### src/rtl/dmem_access_ctrl_if.sv
// Load/store request, response and data-memory bus of dmem_access_ctrl.
// The slave modport is the controller's view; master is the CPU + memory side.
interface dmem_access_ctrl_if #(
  parameter int ADDR_W = 14
);
  logic              req_valid;
  logic              req_ready;
  logic              req_we;
  logic [1:0]        req_size;
  logic              req_unsigned;
  logic [31:0]       req_addr;
  logic [31:0]       req_wdata;
  logic              resp_valid;
  logic              resp_err;
  logic [31:0]       resp_rdata;
  logic [ADDR_W-1:0] mem_addr;
  logic              mem_re;
  logic              mem_we;
  logic [31:0]       mem_wdata;
  logic [31:0]       mem_rdata;

  modport slave (
    input  req_valid, req_we, req_size, req_unsigned, req_addr, req_wdata, mem_rdata,
    output req_ready, resp_valid, resp_err, resp_rdata, mem_addr, mem_re, mem_we, mem_wdata
  );

  modport master (
    output req_valid, req_we, req_size, req_unsigned, req_addr, req_wdata, mem_rdata,
    input  req_ready, resp_valid, resp_err, resp_rdata, mem_addr, mem_re, mem_we, mem_wdata
  );
endinterface

### src/rtl/dmem_access_ctrl.sv
// Load/store access controller for a single-port, word-wide data memory.
// Checks alignment, absorbs the one-cycle read latency, extends load data and
// performs read-modify-write for byte/halfword stores.
module dmem_access_ctrl #(
  parameter int ADDR_W = 14
) (
  input logic                clk,
  input logic                rst_n,
  dmem_access_ctrl_if.slave  bus
);

  typedef enum logic [2:0] {
    S_IDLE  = 3'd0,
    S_READ  = 3'd1,
    S_RWAIT = 3'd2,
    S_WRITE = 3'd3,
    S_DONE  = 3'd4
  } state_t;

  state_t            r_state;
  state_t            w_next;
  logic              r_we;
  logic [1:0]        r_size;
  logic              r_unsigned;
  logic [1:0]        r_lane;
  logic [ADDR_W-1:0] r_addr;
  logic [31:0]       r_wbuf;
  logic              r_err;
  logic [31:0]       r_rdata;
  logic              w_err;
  logic              w_accept;

  // Address bits above the memory's reach simply wrap.
  logic w_unused_addr;
  assign w_unused_addr = ^bus.req_addr[31:ADDR_W+2];

  // Size 11 is never legal; halves need an even address, words a 4-aligned one.
  function automatic logic f_illegal(input logic [1:0] size, input logic [1:0] lo);
    logic bad;
    case (size)
      2'b00:   bad = 1'b0;
      2'b01:   bad = lo[0];
      2'b10:   bad = (lo != 2'b00);
      default: bad = 1'b1;
    endcase
    return bad;
  endfunction

  // Pick the addressed lane out of a memory word and sign/zero extend it.
  function automatic logic [31:0] f_load_extend(input logic [31:0] word, input logic [1:0] size,
                                                input logic [1:0] lane, input logic uns);
    logic [31:0] sh;
    logic [31:0] res;
    sh = word >> {lane, 3'b000};
    case (size)
      2'b00:   res = uns ? {24'h000000, sh[7:0]} : {{24{sh[7]}}, sh[7:0]};
      2'b01:   res = uns ? {16'h0000, sh[15:0]} : {{16{sh[15]}}, sh[15:0]};
      default: res = sh;
    endcase
    return res;
  endfunction

  // Replace the addressed byte/half of the old word with the low store bits.
  function automatic logic [31:0] f_merge(input logic [31:0] old_word, input logic [31:0] wdata,
                                          input logic [1:0] size, input logic [1:0] lane);
    logic [31:0] mask;
    case (size)
      2'b00:   mask = 32'h0000_00FF << {lane, 3'b000};
      2'b01:   mask = 32'h0000_FFFF << {lane, 3'b000};
      default: mask = 32'hFFFF_FFFF;
    endcase
    return (old_word & ~mask) | ((wdata << {lane, 3'b000}) & mask);
  endfunction

  assign w_err    = f_illegal(bus.req_size, bus.req_addr[1:0]);
  assign w_accept = bus.req_valid && (r_state == S_IDLE);

  // State register.
  always_ff @(posedge clk) begin
    if (!rst_n) begin
      r_state <= S_IDLE;
    end else begin
      r_state <= w_next;
    end
  end

  // Next-state decode.
  always_comb begin
    w_next = r_state;
    case (r_state)
      S_IDLE: begin
        if (!bus.req_valid) begin
          w_next = S_IDLE;
        end else if (w_err) begin
          w_next = S_DONE;
        end else if (bus.req_we && (bus.req_size == 2'b10)) begin
          w_next = S_WRITE;
        end else begin
          w_next = S_READ;
        end
      end
      S_READ:  w_next = S_RWAIT;
      S_RWAIT: begin
        if (r_we) begin
          w_next = S_WRITE;
        end else begin
          w_next = S_DONE;
        end
      end
      S_WRITE: w_next = S_DONE;
      S_DONE:  w_next = S_IDLE;
      default: w_next = S_IDLE;
    endcase
  end

  // Request latch, load result and write buffer.
  always_ff @(posedge clk) begin
    if (!rst_n) begin
      r_we       <= 1'b0;
      r_size     <= 2'b00;
      r_unsigned <= 1'b0;
      r_lane     <= 2'b00;
      r_addr     <= '0;
      r_wbuf     <= 32'h0000_0000;
      r_err      <= 1'b0;
      r_rdata    <= 32'h0000_0000;
    end else begin
      case (r_state)
        S_IDLE: begin
          if (w_accept) begin
            r_we       <= bus.req_we;
            r_size     <= bus.req_size;
            r_unsigned <= bus.req_unsigned;
            r_lane     <= bus.req_addr[1:0];
            r_addr     <= bus.req_addr[ADDR_W+1:2];
            r_wbuf     <= bus.req_wdata;
            r_err      <= w_err;
          end
        end
        S_RWAIT: begin
          if (r_we) begin
            r_wbuf <= f_merge(bus.mem_rdata, r_wbuf, r_size, r_lane);
          end else begin
            r_rdata <= f_load_extend(bus.mem_rdata, r_size, r_lane, r_unsigned);
          end
        end
        default: begin
          r_wbuf <= r_wbuf;
        end
      endcase
    end
  end

  // Output decode: strobes and handshakes depend on state only.
  always_comb begin
    bus.req_ready  = 1'b0;
    bus.mem_re     = 1'b0;
    bus.mem_we     = 1'b0;
    bus.resp_valid = 1'b0;
    bus.resp_err   = 1'b0;
    bus.mem_addr   = r_addr;
    bus.mem_wdata  = r_wbuf;
    bus.resp_rdata = r_rdata;
    case (r_state)
      S_IDLE:  bus.req_ready = 1'b1;
      S_READ:  bus.mem_re    = 1'b1;
      S_WRITE: bus.mem_we    = 1'b1;
      S_DONE: begin
        bus.resp_valid = 1'b1;
        bus.resp_err   = r_err;
      end
      default: bus.req_ready = 1'b0;
    endcase
  end

endmodule

### src/flat_wrapper.sv
// flat-port wrapper written by rule: the top's interface ports become plain ports
module dmem_access_ctrl_flat 
#(
  parameter int ADDR_W = 14
)
  (clk, rst_n, bus_req_valid, bus_req_we, bus_req_size, bus_req_unsigned, bus_req_addr, bus_req_wdata, bus_mem_rdata, bus_req_ready, bus_resp_valid, bus_resp_err, bus_resp_rdata, bus_mem_addr, bus_mem_re, bus_mem_we, bus_mem_wdata);
  dmem_access_ctrl_if #(.ADDR_W(ADDR_W)) bus_i ();
  input logic clk;
  input logic rst_n;
  input wire logic [$bits(bus_i.req_valid)-1:0] bus_req_valid;
  input wire logic [$bits(bus_i.req_we)-1:0] bus_req_we;
  input wire logic [$bits(bus_i.req_size)-1:0] bus_req_size;
  input wire logic [$bits(bus_i.req_unsigned)-1:0] bus_req_unsigned;
  input wire logic [$bits(bus_i.req_addr)-1:0] bus_req_addr;
  input wire logic [$bits(bus_i.req_wdata)-1:0] bus_req_wdata;
  input wire logic [$bits(bus_i.mem_rdata)-1:0] bus_mem_rdata;
  output wire logic [$bits(bus_i.req_ready)-1:0] bus_req_ready;
  output wire logic [$bits(bus_i.resp_valid)-1:0] bus_resp_valid;
  output wire logic [$bits(bus_i.resp_err)-1:0] bus_resp_err;
  output wire logic [$bits(bus_i.resp_rdata)-1:0] bus_resp_rdata;
  output wire logic [$bits(bus_i.mem_addr)-1:0] bus_mem_addr;
  output wire logic [$bits(bus_i.mem_re)-1:0] bus_mem_re;
  output wire logic [$bits(bus_i.mem_we)-1:0] bus_mem_we;
  output wire logic [$bits(bus_i.mem_wdata)-1:0] bus_mem_wdata;
  assign bus_i.req_valid = bus_req_valid;
  assign bus_i.req_we = bus_req_we;
  assign bus_i.req_size = bus_req_size;
  assign bus_i.req_unsigned = bus_req_unsigned;
  assign bus_i.req_addr = bus_req_addr;
  assign bus_i.req_wdata = bus_req_wdata;
  assign bus_i.mem_rdata = bus_mem_rdata;
  assign bus_req_ready = bus_i.req_ready;
  assign bus_resp_valid = bus_i.resp_valid;
  assign bus_resp_err = bus_i.resp_err;
  assign bus_resp_rdata = bus_i.resp_rdata;
  assign bus_mem_addr = bus_i.mem_addr;
  assign bus_mem_re = bus_i.mem_re;
  assign bus_mem_we = bus_i.mem_we;
  assign bus_mem_wdata = bus_i.mem_wdata;
  dmem_access_ctrl #(.ADDR_W(ADDR_W)) u_core (.clk(clk), .rst_n(rst_n), .bus(bus_i));
endmodule
### config.mk
export PLATFORM = sky130hd
export DESIGN_NAME = dmem_access_ctrl_flat
export DESIGN_NICKNAME = d
export VERILOG_FILES = /design/src/rtl/dmem_access_ctrl_if.sv /design/src/rtl/dmem_access_ctrl.sv /design/src/flat_wrapper.sv
export SDC_FILE = /design/constraint.sdc
export NUM_CORES = 1
export LEC_CHECK = 0
export ABC_AREA = 0
export CORE_AREA = 2 2 107 109
export DETAILED_ROUTE_END_ITERATION = 12
export DIE_AREA = 0 0 109 111
export PLACE_DENSITY = 0.79
export SLEW_MARGIN = 0
export SYNTH_ARGS = -nofsm -noshare
export SYNTH_HDL_FRONTEND = slang
export SYNTH_SLANG_ARGS = --single-unit
### constraint.sdc
create_clock -name clk -period 2.5 [get_ports clk]
set_input_delay 0.5 -clock clk [delete_from_list [all_inputs] [get_ports clk]]
set_output_delay 0.5 -clock clk [all_outputs]
set_load 0.01 [all_outputs]
==> impl_metrics.csv <==
group,metric,value,unit
run_status,outcome,"finished, final reports clean",
route,routed_wl,16900,µm
logic_synthesis,avgSynthCellArea,8.12,µm²
global_route,use_met3,4.76,%
critical_path,worst_r2r_path_depth,5,
critical_path,startpoint,"u_core.r_state[0]",
sta,timing.setup.tns,0,ps
logic_synthesis,yosysWarningCount,0,
logic_synthesis,synth_edf_count,0,
route,drc_errors,0,
critical_path,r2r_slack,400,ps
sta,skew,4.79,ps
floorplan,rows,39,
pwr,intPower,2.81,mW
clock_tree,clockBufferDepth,2,
critical_path,cp_max_fo,10,
final_layout,diodes,0,
global_route,antenna_found_initial,0,
floorplan,core_area,0.0111,mm²
global_route,use_met2,46.5,%
critical_path,cp-start-kind,"flip-flop",
sta,slew_violations,0,
logic_synthesis,ys.flop_type,"dfxtp_1",
logic_synthesis,synth_cell_types,44,
clock_tree,cts-root-buf,"clkbuf_16",
global_route,grt.total_usage,28.1,%
floorplan,initial_core_util,43.6,%
place,dp_hpwl,12600,µm
final_layout,num-nets-final,836,
logic_synthesis,synth_top_area_cell,"dfxtp_1",
pwr,p_switching,1.17,mW
logic_synthesis,synth_most_common_cell,"a21oi_1",
logic_synthesis,synthArstFlopShare,0,%
pwr,power.leakage,2.51,nW
global_route,grt-busiest-layer,"met2",
pwr,p_clk_share,34.7,%
final_layout,n_fill_cell,977,
route,avgRoutedWirePerCell,19.2,µm
global_route,first_global_vias,5080,
route,vias_per_cell,5.87,
place,port_buffers,169,
pwr,netSwitchingFraction,29.5,%
route,first_iter_violations,387,
floorplan,die_y,111,µm
clock_tree,cts_tree,"yes",
sta,hold_slack,454,ps
place,place.gp.congestion,0.902,
global_route,gr-total-overflow,0,
job,maxCapViolations,0,
pwr,pwr-share-seq,40.3,%
logic_synthesis,yosys-top-cells-area,"dfxtp_1 (36%), a21oi_1 (9.9%), nand2_1 (7.1%)",
final_layout,area_growth,43.1,%
floorplan,die_x,109,µm
critical_path,timing.critical_path.required,2000,ps
sta,finalHoldViolations,0,
clock_tree,cts_made_buffers,9,
critical_path,endpoint_kind,"output port",
critical_path,worstReg2RegStart,"u_core.r_lane[0]",
place,dp_worst_setup_slack,124,ps
clock_tree,clock-sinks,88,
logic_synthesis,ys_ff_latch,88,
floorplan,die_area,0.0121,mm²
clock_tree,clk_pin_slew_worst_paths,60,ps
logic_synthesis,synthTopCellsByCount,"a21oi_1 (96), nand2_1 (92), dfxtp_1 (88), clkbuf_1 (44), o21ai_0 (33)",
critical_path,crit_end,"bus_mem_re",
final_layout,drive_gt1_share,11.7,%
sta,post-route-period-util,93.5,%
hold_path,min_path_type,"flip-flop to flip-flop",
route,postRouteAntennaNets,0,
logic_synthesis,syn_area,0.00483,mm²
global_route,grt_start_max_net_pins,58,
pwr,vdd_drop_max,0.394,mV
global_route,grt_use_met1,35.2,%
sta,max_freq,0.428,GHz
route,drt_pass1_iterations,5,
logic_synthesis,synth_top_area_share,36.5,%
sta,slew_headroom,52.2,%
sta,fin_crit,2340,ps
pwr,powerDensity,575,mW/mm²
route,num_vias,5170,
logic_synthesis,synth_nets,698,
global_route,grt_first_pass_wirelength,26500,µm
pwr,share_comb_of_total_power,25.0,%
critical_path,critical_path_class,"flip-flop to output port",
sta,setup_slack,163,ps
critical_path,r2r_end,"u_core.bus.mem_wdata[10]",
final_layout,multi_input_area,0.00276,mm²
critical_path,critical_path_arrival,1840,ps
clock_tree,clkLatencyLatePin,340,ps
clock_tree,htreeDepth,3,
sta,rsz0062_at_grt,"false",
final_layout,register_area,0.00176,mm²
logic_synthesis,syn-instance-count,595,
floorplan,io-pin-count,186,
sta,worst_pin_slew,716,ps
clock_tree,hold_buffers,0,
sta,setup_violations,0,
logic_synthesis,ys_seq_area_share,36.5,%
[stage by stage]
stage / util (%) / area [µm²] / std cells / power [mW]
after floorplan: - / 4830 / 595 / 2.13
after global routing: 62.4 / 6920 / 881 / 4.15
final: 62.4 / 6920 / 881 / 3.98
after CTS: 62.4 / 6920 / 881 / 3.99
after global placement: 59.7 / 6610 / 865 / 2.60
after detailed placement: 59.7 / 6610 / 865 / 2.62
[power by group through the flow]
stage | Combinational [mW] | Clock (mW) | Sequential, mW
finish | 0.995 | 1.38 | 1.61
floorplan | 0.492 | 0 | 1.64
detailed placement | 0.987 | 0 | 1.63
CTS | 0.993 | 1.40 | 1.60
global placement | 0.968 | 0 | 1.63
global route | 1.07 | 1.46 | 1.62
[per-layer routing]
layer | vias to the layer above | routed length (µm)
met3 | 41 | 1100
li1 | 2451 | -
met5 | - | 0
met4 | 0 | 556
met1 | 2456 | 6910
met2 | 222 | 8340
[cell usage in the layout (no fill, tap or decap), drive strengths merged, types with 2 or more instances in the layout]
master           n
mux2            15
o21ai           33
and2             2
nor2b           12
clkdlybuf4s50  169
or3              4
a31oi            2
o31ai            8
nor2             4
o21ba            2
inv             12
o21a             9
clkbuf          11
a21oi           96
a311oi           9
a211o            8
nand2b           4
nand2           92
nor3             3
nor4             8
o221a           16
dfxtp           88
buf             22
o2bb2ai          7
nand3b           2
a22oi           24
o211ai          16
or2              2
nand3           24
clkinv           2
mux2i           21
nor3b            3
[what timing repair did]
item | CTS | global route
setup endpoints to repair | 0 | 1
gates resized for setup | 0 | 1
buffers inserted | 0 | 0
[worst max-delay path: stages, from the launching register on]
cell	delay [ps]
dfxtp_1	570
nor3b_1	330
clkdlybuf4s50_1	600
[kinds of logic (layout without fill, tap and decap cells)]
| group | count (synthesis) | after routing | share of synthesized area [%] |
|---|---|---|---|
| AO/OA/AOI/OAI | 233 | 233 | 33.0 |
| AND/OR/NAND/NOR | 163 | 163 | 15.9 |
| flip-flops | 88 | 88 | 36.5 |
| buffers and inverters | 75 | 218 | 6.73 |
| multiplexers | 36 | 36 | 7.85 |
[cell type report]
type | count | area share, %
timing repair buffer | 191 | 27.0
tap | 143 | 2.59
clock buffer | 11 | 3.51
clock inverter | 5 | 0.923
inverter | 11 | 0.597
multi-input combinational | 432 | 39.9
sequential | 88 | 25.5
[worst min path at each step]
| stage | startpoint | to | cells past startpoint |
|---|---|---|---|
| final | u_core.r_err | u_core.r_err | 2 |
| after global routing | u_core.bus.mem_addr[6] | u_core.bus.mem_addr[6] | 2 |
| after CTS | u_core.r_err | u_core.r_err | 2 |
| after detailed placement | u_core.r_err | u_core.r_err | 2 |
| after global placement | u_core.bus.mem_addr[13] | u_core.bus.mem_addr[13] | 2 |
| after floorplan | u_core.r_err | u_core.r_err | 2 |
Power figures use the tool's default switching activity.
